**config.mk**
```make
export PLATFORM = sky130hd
export DESIGN_NAME = decode_writeback_stage
export DESIGN_NICKNAME = d
export VERILOG_FILES = /design/src/rtl/decode_writeback_stage.sv
export SDC_FILE = /design/constraint.sdc
export NUM_CORES = 2
export LEC_CHECK = 0
export CAP_MARGIN = 20
export CELL_PAD_IN_SITES_DETAIL_PLACEMENT = 0
export CELL_PAD_IN_SITES_GLOBAL_PLACEMENT = 1
export CORE_ASPECT_RATIO = 1.2
export CORE_MARGIN = 5
export CORE_UTILIZATION = 52
export DETAILED_ROUTE_END_ITERATION = 10
export MAX_ROUTING_LAYER = met4
export PLACE_DENSITY_LB_ADDON = 0.25
export SLEW_MARGIN = 15
export SYNTH_ARGS = -nofsm -noshare
export SYNTH_HDL_FRONTEND = slang
export SYNTH_SLANG_ARGS = --single-unit
```
**constraint.sdc**
```tcl
create_clock -name clk -period 85 [get_ports clk]
set_input_delay 17 -clock clk [delete_from_list [all_inputs] [get_ports clk]]
set_output_delay 17 -clock clk [all_outputs]
set_load 0.02 [all_outputs]
```
**src/rtl/decode_writeback_stage.sv**
```systemverilog
// Decode / write-back stage: control decode, register file with write-back, ID-stage forwarding,
// branch resolution and hazard stall. ID/EX word is registered (1 cycle); stall inserts a control bubble.
module decode_writeback_stage (
  input  logic         clk,
  input  logic         reset,
  input  logic [63:0]  IFIDReg,
  input  logic [70:0]  MEMWBReg,
  input  logic [74:0]  EXMEReg,
  output logic [135:0] IDEXReg,
  output logic         BranchControlSignal,
  output logic [31:0]  BranchTarget,
  output logic         pcHOLD
);

  logic [31:0]  r_regs [32];
  logic [135:0] r_idex;

  logic [31:0]  w_instr, w_pc4, w_imm_ext;
  logic [5:0]   w_opcode;
  logic [4:0]   w_rs, w_rt;
  logic [9:0]   w_ctrl;
  logic         w_branch, w_jump;

  logic         w_wb_en;
  logic [4:0]   w_wb_dst;
  logic [31:0]  w_wb_data;

  logic         w_exme_fwd;
  logic [4:0]   w_exme_dst;
  logic [31:0]  w_exme_alu;

  logic [31:0]  w_op1, w_op2;
  logic [4:0]   w_idex_dst;
  logic         w_load_use, w_br_ex, w_br_mem;
  logic [135:0] w_idex_next;
  logic         w_unused;

  assign w_instr   = IFIDReg[63:32];
  assign w_pc4     = IFIDReg[31:0];
  assign w_opcode  = w_instr[31:26];
  assign w_rs      = w_instr[25:21];
  assign w_rt      = w_instr[20:16];
  assign w_imm_ext = {{16{w_instr[15]}}, w_instr[15:0]};

  // {RegDst,MemRead,MemtoReg,ALUOp[1:0],MemWrite,ALUSrc,RegWrite,Branch,Jump}
  always_comb begin
    w_ctrl = 10'b0;
    case (w_opcode)
      6'b000000: w_ctrl = 10'b1_0_0_10_0_0_1_0_0;
      6'b100011: w_ctrl = 10'b0_1_1_00_0_1_1_0_0;
      6'b101011: w_ctrl = 10'b0_0_0_00_1_1_0_0_0;
      6'b000100: w_ctrl = 10'b0_0_0_01_0_0_0_1_0;
      6'b001000: w_ctrl = 10'b0_0_0_00_0_1_1_0_0;
      6'b000010: w_ctrl = 10'b0_0_0_00_0_0_0_0_1;
      default:   w_ctrl = 10'b0;
    endcase
  end
  assign w_branch = w_ctrl[1];
  assign w_jump   = w_ctrl[0];

  assign w_wb_dst  = MEMWBReg[36:32];
  assign w_wb_en   = MEMWBReg[37] && (w_wb_dst != 5'd0);
  assign w_wb_data = MEMWBReg[70] ? MEMWBReg[31:0] : MEMWBReg[69:38];

  // Loads in EX/MEM have no data yet, so they are never a forwarding source.
  assign w_exme_dst = EXMEReg[68:64];
  assign w_exme_alu = EXMEReg[63:32];
  assign w_exme_fwd = EXMEReg[69] && !EXMEReg[70] && (w_exme_dst != 5'd0);

  // MEM/WB forward and register-file write-through yield the same value, so one path covers both.
  always_comb begin
    w_op1 = r_regs[w_rs];
    if (w_rs == 5'd0)                             w_op1 = 32'd0;
    else if (w_exme_fwd && (w_exme_dst == w_rs))  w_op1 = w_exme_alu;
    else if (w_wb_en && (w_wb_dst == w_rs))       w_op1 = w_wb_data;

    w_op2 = r_regs[w_rt];
    if (w_rt == 5'd0)                             w_op2 = 32'd0;
    else if (w_exme_fwd && (w_exme_dst == w_rt))  w_op2 = w_exme_alu;
    else if (w_wb_en && (w_wb_dst == w_rt))       w_op2 = w_wb_data;
  end

  assign w_idex_dst = r_idex[135] ? r_idex[15:11] : r_idex[20:16];
  assign w_load_use = r_idex[134] && ((r_idex[20:16] == w_rs) || (r_idex[20:16] == w_rt));
  assign w_br_ex    = w_branch && r_idex[128] && (w_idex_dst != 5'd0) &&
                      ((w_idex_dst == w_rs) || (w_idex_dst == w_rt));
  assign w_br_mem   = w_branch && EXMEReg[70] && (w_exme_dst != 5'd0) &&
                      ((w_exme_dst == w_rs) || (w_exme_dst == w_rt));

  assign pcHOLD              = w_load_use || w_br_ex || w_br_mem;
  assign BranchControlSignal = w_branch && (w_op1 == w_op2) && !pcHOLD;
  assign BranchTarget        = w_pc4 + {w_imm_ext[29:0], 2'b00};

  assign w_idex_next = {(pcHOLD ? 8'd0 : w_ctrl[9:2]), w_imm_ext, w_op2, w_op1, w_instr};

  always_ff @(posedge clk or posedge reset) begin
    if (reset) begin
      for (int i = 0; i < 32; i++) r_regs[i] <= 32'd0;
      r_idex <= 136'd0;
    end else begin
      if (w_wb_en) r_regs[w_wb_dst] <= w_wb_data;
      r_idex <= w_idex_next;
    end
  end

  assign IDEXReg  = r_idex;
  assign w_unused = ^{EXMEReg[74:71], EXMEReg[31:0], w_jump};

endmodule

```
## Yosys cells after proc, flatten, opt, wreduce, memory -nomap -nowiden

Index checks and enable logic that the tools add are counted.

- Register bits: 1160
- Input port bits: 212
- Output and inout port bits: 170
- Word-level logic and storage cells: 104

- $add $sub $neg: 1
- Order comparisons: 4
- Eq/ne operators: 14
- Mux-type cells: 19
- Bitwise gates (word level): 3
- Reduce and logical (&&, ||, !) cells: 30

Operators with widths:

| operator | count |
|---|---|
| 1024-bit bitwise mux | 1 |
| 32-bit 2-to-1 mux | 12 |
| 32-bit binary-select mux with 5-bit select | 2 |
| 32-bit demux with 5-bit select | 1 |
| 10-bit case mux with 6 select lines | 1 |
| 5-bit equality test | 8 |
| 32-bit adder | 1 |
| 32-bit equality test | 1 |
| 6-bit >= comparator (second input constant) | 3 |
| 5-bit inverter with 6-bit output | 3 |
| 1-bit logical AND | 17 |
| 5-bit nonzero test | 3 |
| 6-bit equality test (second input constant) | 2 |
| 5-bit logical NOT | 2 |
| 8-bit 2-to-1 mux | 1 |
| 6-bit by 2-bit equality test with 1-bit output (second input constant) | 1 |
| 6-bit by 3-bit equality test with 1-bit output (second input constant) | 1 |
| 6-bit by 4-bit equality test with 1-bit output (second input constant) | 1 |
| 6-bit logical NOT | 1 |
| 6-bit by 1-bit < comparator with 1-bit output (second input constant) | 1 |
| 1-bit logical OR | 5 |
| 5-bit 2-to-1 mux | 1 |
| 1-bit logical NOT | 2 |

## Depth between registers and ports, before layout

- Depth in word-level cells: 10
- Depth in mapped cells: 16
- Mapped depth without buffers: 13

## Worst setup path after synthesis

OpenSTA, ideal clock, no wires.

- Path kind: input -> output
- Start: in MEMWBReg[32]
- End: out BranchControlSignal
- Arrival time: 19.996 ns
- Data required time: 68.000 ns
- Slack: 48.004 ns
- Stages on the path: 12
- Buffers on the path: 2
- Cell sequence: buf_2 -> xor2_1 -> a211o_1 -> or2_2 -> clkbuf_1 -> nand4_1 -> nor3_1 -> a2111oi_0 -> xnor2_1 -> nand2_1 -> or4_1 -> nor4_2

- Longest elaborated chain between the ends: 9
- Elaborated cells between the ends (all ways): 15
- Classes of those cells: eq/ne (3); mux (6); reduce/logical (6)

Ends and longest elaborated chain:

| item | RTL line | source |
|---|---|---|
| start: declaration | 7 | `input logic [70:0] MEMWBReg,` |
| 5-bit nonzero test | 62 | `assign w_wb_en = MEMWBReg[37] && (w_wb_dst != 5'd0);` |
| 1-bit logical AND | 62 |  |
| 1-bit logical AND * | 80 | `else if (w_wb_en && (w_wb_dst == w_rt)) w_op2 = w_wb_data;` |
| 32-bit 2-to-1 mux * | 80 |  |
| 32-bit 2-to-1 mux * | 79 | `else if (w_exme_fwd && (w_exme_dst == w_rt)) w_op2 = w_exme_alu;` |
| 32-bit 2-to-1 mux * | 78 | `if (w_rt == 5'd0) w_op2 = 32'd0;` |
| named net w_idex_next[85] | 35 | `logic [135:0] w_idex_next;` |
| 32-bit equality test * | 91 | `assign BranchControlSignal = w_branch && (w_op1 == w_op2) && !pcHOLD;` |
| 1-bit logical AND * (2 in series) | 91 |  |
| end: declaration | 10 | `output logic BranchControlSignal,` |

The timed path passes the listed nets; every way through them passes the cells marked *.

## Worst setup path in the final report

- Start: in IFIDReg[49]
- End: out BranchControlSignal

- Longest elaborated chain between the ends: 10
- Elaborated cells between the ends (all ways): 26
- Classes of those cells: eq/ne (5); mux (6); bitwise (1); reduce/logical (14)

Ends and longest elaborated chain:

| item | RTL line | source |
|---|---|---|
| start: declaration | 6 | `input logic [63:0] IFIDReg,` |
| 5-bit inverter with 6-bit output (not written as such) | 77 | `w_op2 = r_regs[w_rt];` |
| 32-bit binary-select mux with 5-bit select | 77 |  |
| 32-bit 2-to-1 mux (not written as such) (2 in series) | 77 |  |
| 32-bit 2-to-1 mux | 80 |  |
| 32-bit 2-to-1 mux | 79 |  |
| 32-bit 2-to-1 mux * | 78 |  |
| named net w_idex_next[74] | 35 |  |
| 32-bit equality test * | 91 |  |
| 1-bit logical AND * (2 in series) | 91 |  |

The timed path passes the listed nets; every way through them passes the cells marked *. The select of a mux whose other input is x is not followed.

==> flow_results.org <==
** Status
- Outcome :: complete, no violations

** Synth
- Compound-cell area share of the yosys netlist :: 0.1394
- Of the total synthesized cell area, the portion taken by full adders, half adders and majority gates is 0.006447.
- Ranked by total cell area, the synthesized netlist is headed by sky130_fd_sc_hd__dfrtp_1 (47%), sky130_fd_sc_hd__mux4_2 (16%), sky130_fd_sc_hd__o21ai_0 (5.6%).
- The cell area that synthesis handed to floorplanning was approximately 0.059 mm².
- Of the total synthesized cell area, the portion taken by XOR and XNOR cells is 0.01431.
- The number of nets in the synthesized netlist is about 5800.
- Yosys warning count :: 0
- Avg Inst Size Synth :: 10.75 µm²
- The portion of synthesized area spent on multiplexers is 0.2135.
- Seq cells post-synth :: 1126
- Part of the Yosys area used for sequential elements :: 0.4745
- Gate count after technology mapping :: between 5000 and 6000
- Number of synthesized flops with an enable pin :: 0
- After synthesis, the largest family of logic cells by area is multiplexers.
- Portion of synthesized cell area occupied by the leading cell type :: 0.4745
- Most frequently used flop master after synthesis :: sky130_fd_sc_hd__dfrtp_1
- Of the total synthesized cell area, the portion taken by AND, OR, NAND and NOR gates is 0.1039.
- Of all cell types, the one taking the most synthesized area is sky130_fd_sc_hd__dfrtp_1.
- After synthesis, the netlist uses 79 different library cells.
- FFs w/ async S/R, synth :: 1.000

** Timing
- Final number of hold-violating endpoints :: 0
- Setup violations remaining at the end of the flow were counted as 0.
- Measured against its own limit, the worst slew margin works out to 0.1776.
- Setup ws final :: approximately 44 ns
- Setup repair after global routing missed its margin :: no
- In the finished design, the share of the clock period the worst path needs comes to 0.4825.
- Setup total negative slack on the finished layout was measured at 0 ns.
- Peak clock frequency supported by timing :: 24.38 MHz
- The max-slew violation count is 0.
- At the pin with the least slew margin, the transition time is 1.234 ns.
- Min cycle time layout :: between 40 and 50 ns
- Across the routed clock network, the largest skew measured is 0.02837 ns.

** Power
- Share of power burned in combinational logic :: 0.233
- Worst vdd ir :: 19.10 µV
- Total internal power :: 1.155 mW
- For this design the static power due to leakage is 28.88 nW.
- The share of total power dissipated in the clock network is 0.332.
- Sw power :: around 0.51 mW
- Of the total power, the share spent switching nets is 0.3063.
- Dividing total power by cell area gives a power density of 24.62 mW/mm².
- The share of total power dissipated in sequential elements is 0.435.
- The design draws 1.666 mW.

** Min path
- Path type of the worst min-delay path :: reg2reg

** Clock tree
- Skew-Pair Late Insertion Delay :: 0.74 ns
- Resized Gates After CTS :: 0
- Buffers added to address setup during post-CTS repair amount to 0.
- Hold buffers post-CTS :: 0
- Clock Tree Root :: sky130_fd_sc_hd__clkbuf_16
- Number of buffers added by the clock tree synthesis step :: 116
- TritonCTS sink count :: 1126
- The H-tree was split into 3 levels.
- The clock passes through at most 3 buffers.
- TritonCTS built the clock tree.
- Clock-pin slew was measured on the worst setup and hold paths at ~0.06 ns.

** GRT
- Via count of the first global-routing pass :: 46380
- The first global-routing pass estimated 321700 µm of wire.
- Initial antenna violation count :: 12
- Pin count of the biggest net entering global routing :: 180
- Met1 track utilization from global routing :: 0.4601
- After global routing, the most crowded layer is met2.
- Global Route met2 Usage :: 0.5649
- Total Routing Usage GR :: 0.3718
- Grt total ovfl :: 0
- M3 GR Usage :: 0.08623

** Critical path
- Counting both buffers and inverters, the worst setup path holds a total of 4.
- The worst setup path is launched from a primary input.
- Worst EP arrival :: 24.02 ns
- Crit. End Element :: output port
- For flop-to-flop paths, the worst setup slack is 82.45 ns.
- The setup path with the least slack is of type in2out.
- Delay-heaviest family, CP :: buffers and inverters
- Crit path required time :: 68.00 ns
- Of all nets on the critical path, the largest fanout is 110.
- Library cell contributing the largest single delay on the critical path :: sky130_fd_sc_hd__nor4_1
- Critical path's largest stage delay :: 0.90 ns
- Crit-path cells :: buf_8 -> buf_12 -> buf_4 -> mux2i_1 -> o32ai_1 -> nor4_1 -> o211ai_1 -> a31oi_1 -> o21ai_0 -> xnor2_1 -> nand3_1 -> or4_1 -> nor4_2 -> clkdlybuf4s50_1

** Die
- Vert. Die Dim :: 380.2 µm
- For this design the top-level I/O count stands at 382.
- The die is 318.5 µm wide.
- Core Rows :: 135
- Core Footprint :: 0.1132 mm²
- Initial core utilization :: 0.5247
- Die Area :: ~0.12 mm²

** Placed design
- Cell Count Post-Placement :: 6945
- Pre-CTS worst setup slack :: 44.56 ns
- In this run the cell area measured after placement is between 0.06 and 0.07 mm².
- IO buf count :: 341
- Detailed placement finished with a half-perimeter wire length of 134300 µm.
- Routability-driven placement congestion ratio :: 0.9257

** Final layout
- Total number of nets in the final design :: 5801
- Summing all multi-input logic gate instances after layout gives between 0.02 and 0.03 mm².
- Fraction of final layout cells sized beyond drive strength 1 :: 0.1589
- Counting the fill cells in the layout gives 9484.
- Total area of sequential cells :: 0.02818 mm²
- The library cell used most frequently in the layout, excluding fill and tap cells, is sky130_fd_sc_hd__dfrtp_1.
- The top cell types in the final layout, fill and taps aside, are sky130_fd_sc_hd__dfrtp_1 (1126), sky130_fd_sc_hd__nand2_1 (741), sky130_fd_sc_hd__o21ai_0 (664).
- Post-Layout Cell Count :: between 7000 and 8000
- Once layout is done, the placed cells without fillers occupy around 0.068 mm².
- Layout Area Growth over Synthesis :: 13.90%

** Detailed routing
- In the routed design, unresolved DRC markers number 0.
- In this run, the number of DRC markers left after iteration 0 of detailed routing was 6023.
- Antenna violation net count after detailed routing :: 0
- Via/cell ratio :: 6.597
- In the final routed layout, each cell accounts on average for 31.11 µm.
- The routed design has 223100 µm of wire.
- The routed layout has 47300 vias.
- TritonRoute pass-1 iters :: 6

** Run
- Max-cap violations in this run came to 0.
-- final timing paths --
path | start | endpoint | cells after the start
hold reg to reg | r_regs[999]$_DFFE_PP0P_ | r_regs[999]$_DFFE_PP0P_ | 0
hold / removal | r_regs[999]$_DFFE_PP0P_ | r_regs[999]$_DFFE_PP0P_ | 0
min in group asynchronous | reset | r_regs[839]$_DFFE_PP0P_ | 2
setup / recovery | IFIDReg[49] | BranchControlSignal | 14
max in group asynchronous | reset | r_regs[708]$_DFFE_PP0P_ | 6
setup reg to reg | r_regs[266]$_DFFE_PP0P_ | IDEXReg[74]$_DFF_PP0_ | 6
-- Yosys cell counts, drive strengths merged, types with 11 or more instances --
cell     count
a211oi      17
a21o        20
a21oi      477
a22o        19
a22oi       86
a31oi       19
a32oi       13
and2        13
and3        13
buf        207
clkbuf     364
dfrtp     1126
ha          29
inv         15
mux2        12
mux2i      290
mux4       428
nand2      756
nand2b      16
nand3       61
nand4       20
nor2       473
nor2b       20
nor3        42
o2111ai     11
o211ai      17
o21ai      667
o22ai       44
xnor2       69
xor2        28
-- power by group through the flow --
stage / logic (mW) / clock network [mW] / registers [mW]
floorplan: 0.263 / 0 / 0.718
global placement: 0.376 / 0 / 0.722
detailed placement: 0.383 / 0 / 0.730
CTS: 0.385 / 0.556 / 0.721
global route: 0.419 / 0.578 / 0.736
finish: 0.389 / 0.553 / 0.724
-- through the flow --
step / hold slack [ns] / utilization
3_5_place_dp: 0.3842 / 0.5609
2_1_floorplan: 0.4413 / -
3_3_place_gp: 0.3768 / 0.5609
4_1_cts: 0.3978 / 0.5971
5_1_grt: 0.4070 / 0.5976
6_report: 0.3950 / 0.5977
-- routing by layer --
layer | share of wire | routed length (µm)
met5 | 0 | 0
met1 | 0.36 | 81020
met2 | 0.46 | 102500
met3 | 0.10 | 22860
met4 | 0.075 | 16710
-- area by class of cell --
cell class / instances / share of cell area
clock inverters: 56 / 0.01104
clock buffers: 155 / 0.04941
well taps: 1507 / 0.02788
inverters: 18 / 0.001110
multi-input cells: 3807 / 0.4256
flip-flops and latches: 1126 / 0.4166
repair buffers: 490 / 0.06798
diodes: 11 / 0.0004069
-- sequential cells by signal (all words and copies together) (netlist names) --
name and cells:
IDEXReg 102, r_regs 1024
-- kinds of logic (layout without fill, tap and decap cells) --
logic type | after synthesis | in the layout
and+or+nand+nor | 1477 | 1477
DFF | 1126 | 1126
adders and majority gates | 30 | 30
muxes | 730 | 730
xor gates and xnor gates | 97 | 97
other | 0 | 11
buffers and inverters | 589 | 719
AOI/OAI and AO/OA | 1473 | 1473
No activity file was read; power rests on OpenSTA's default activity.
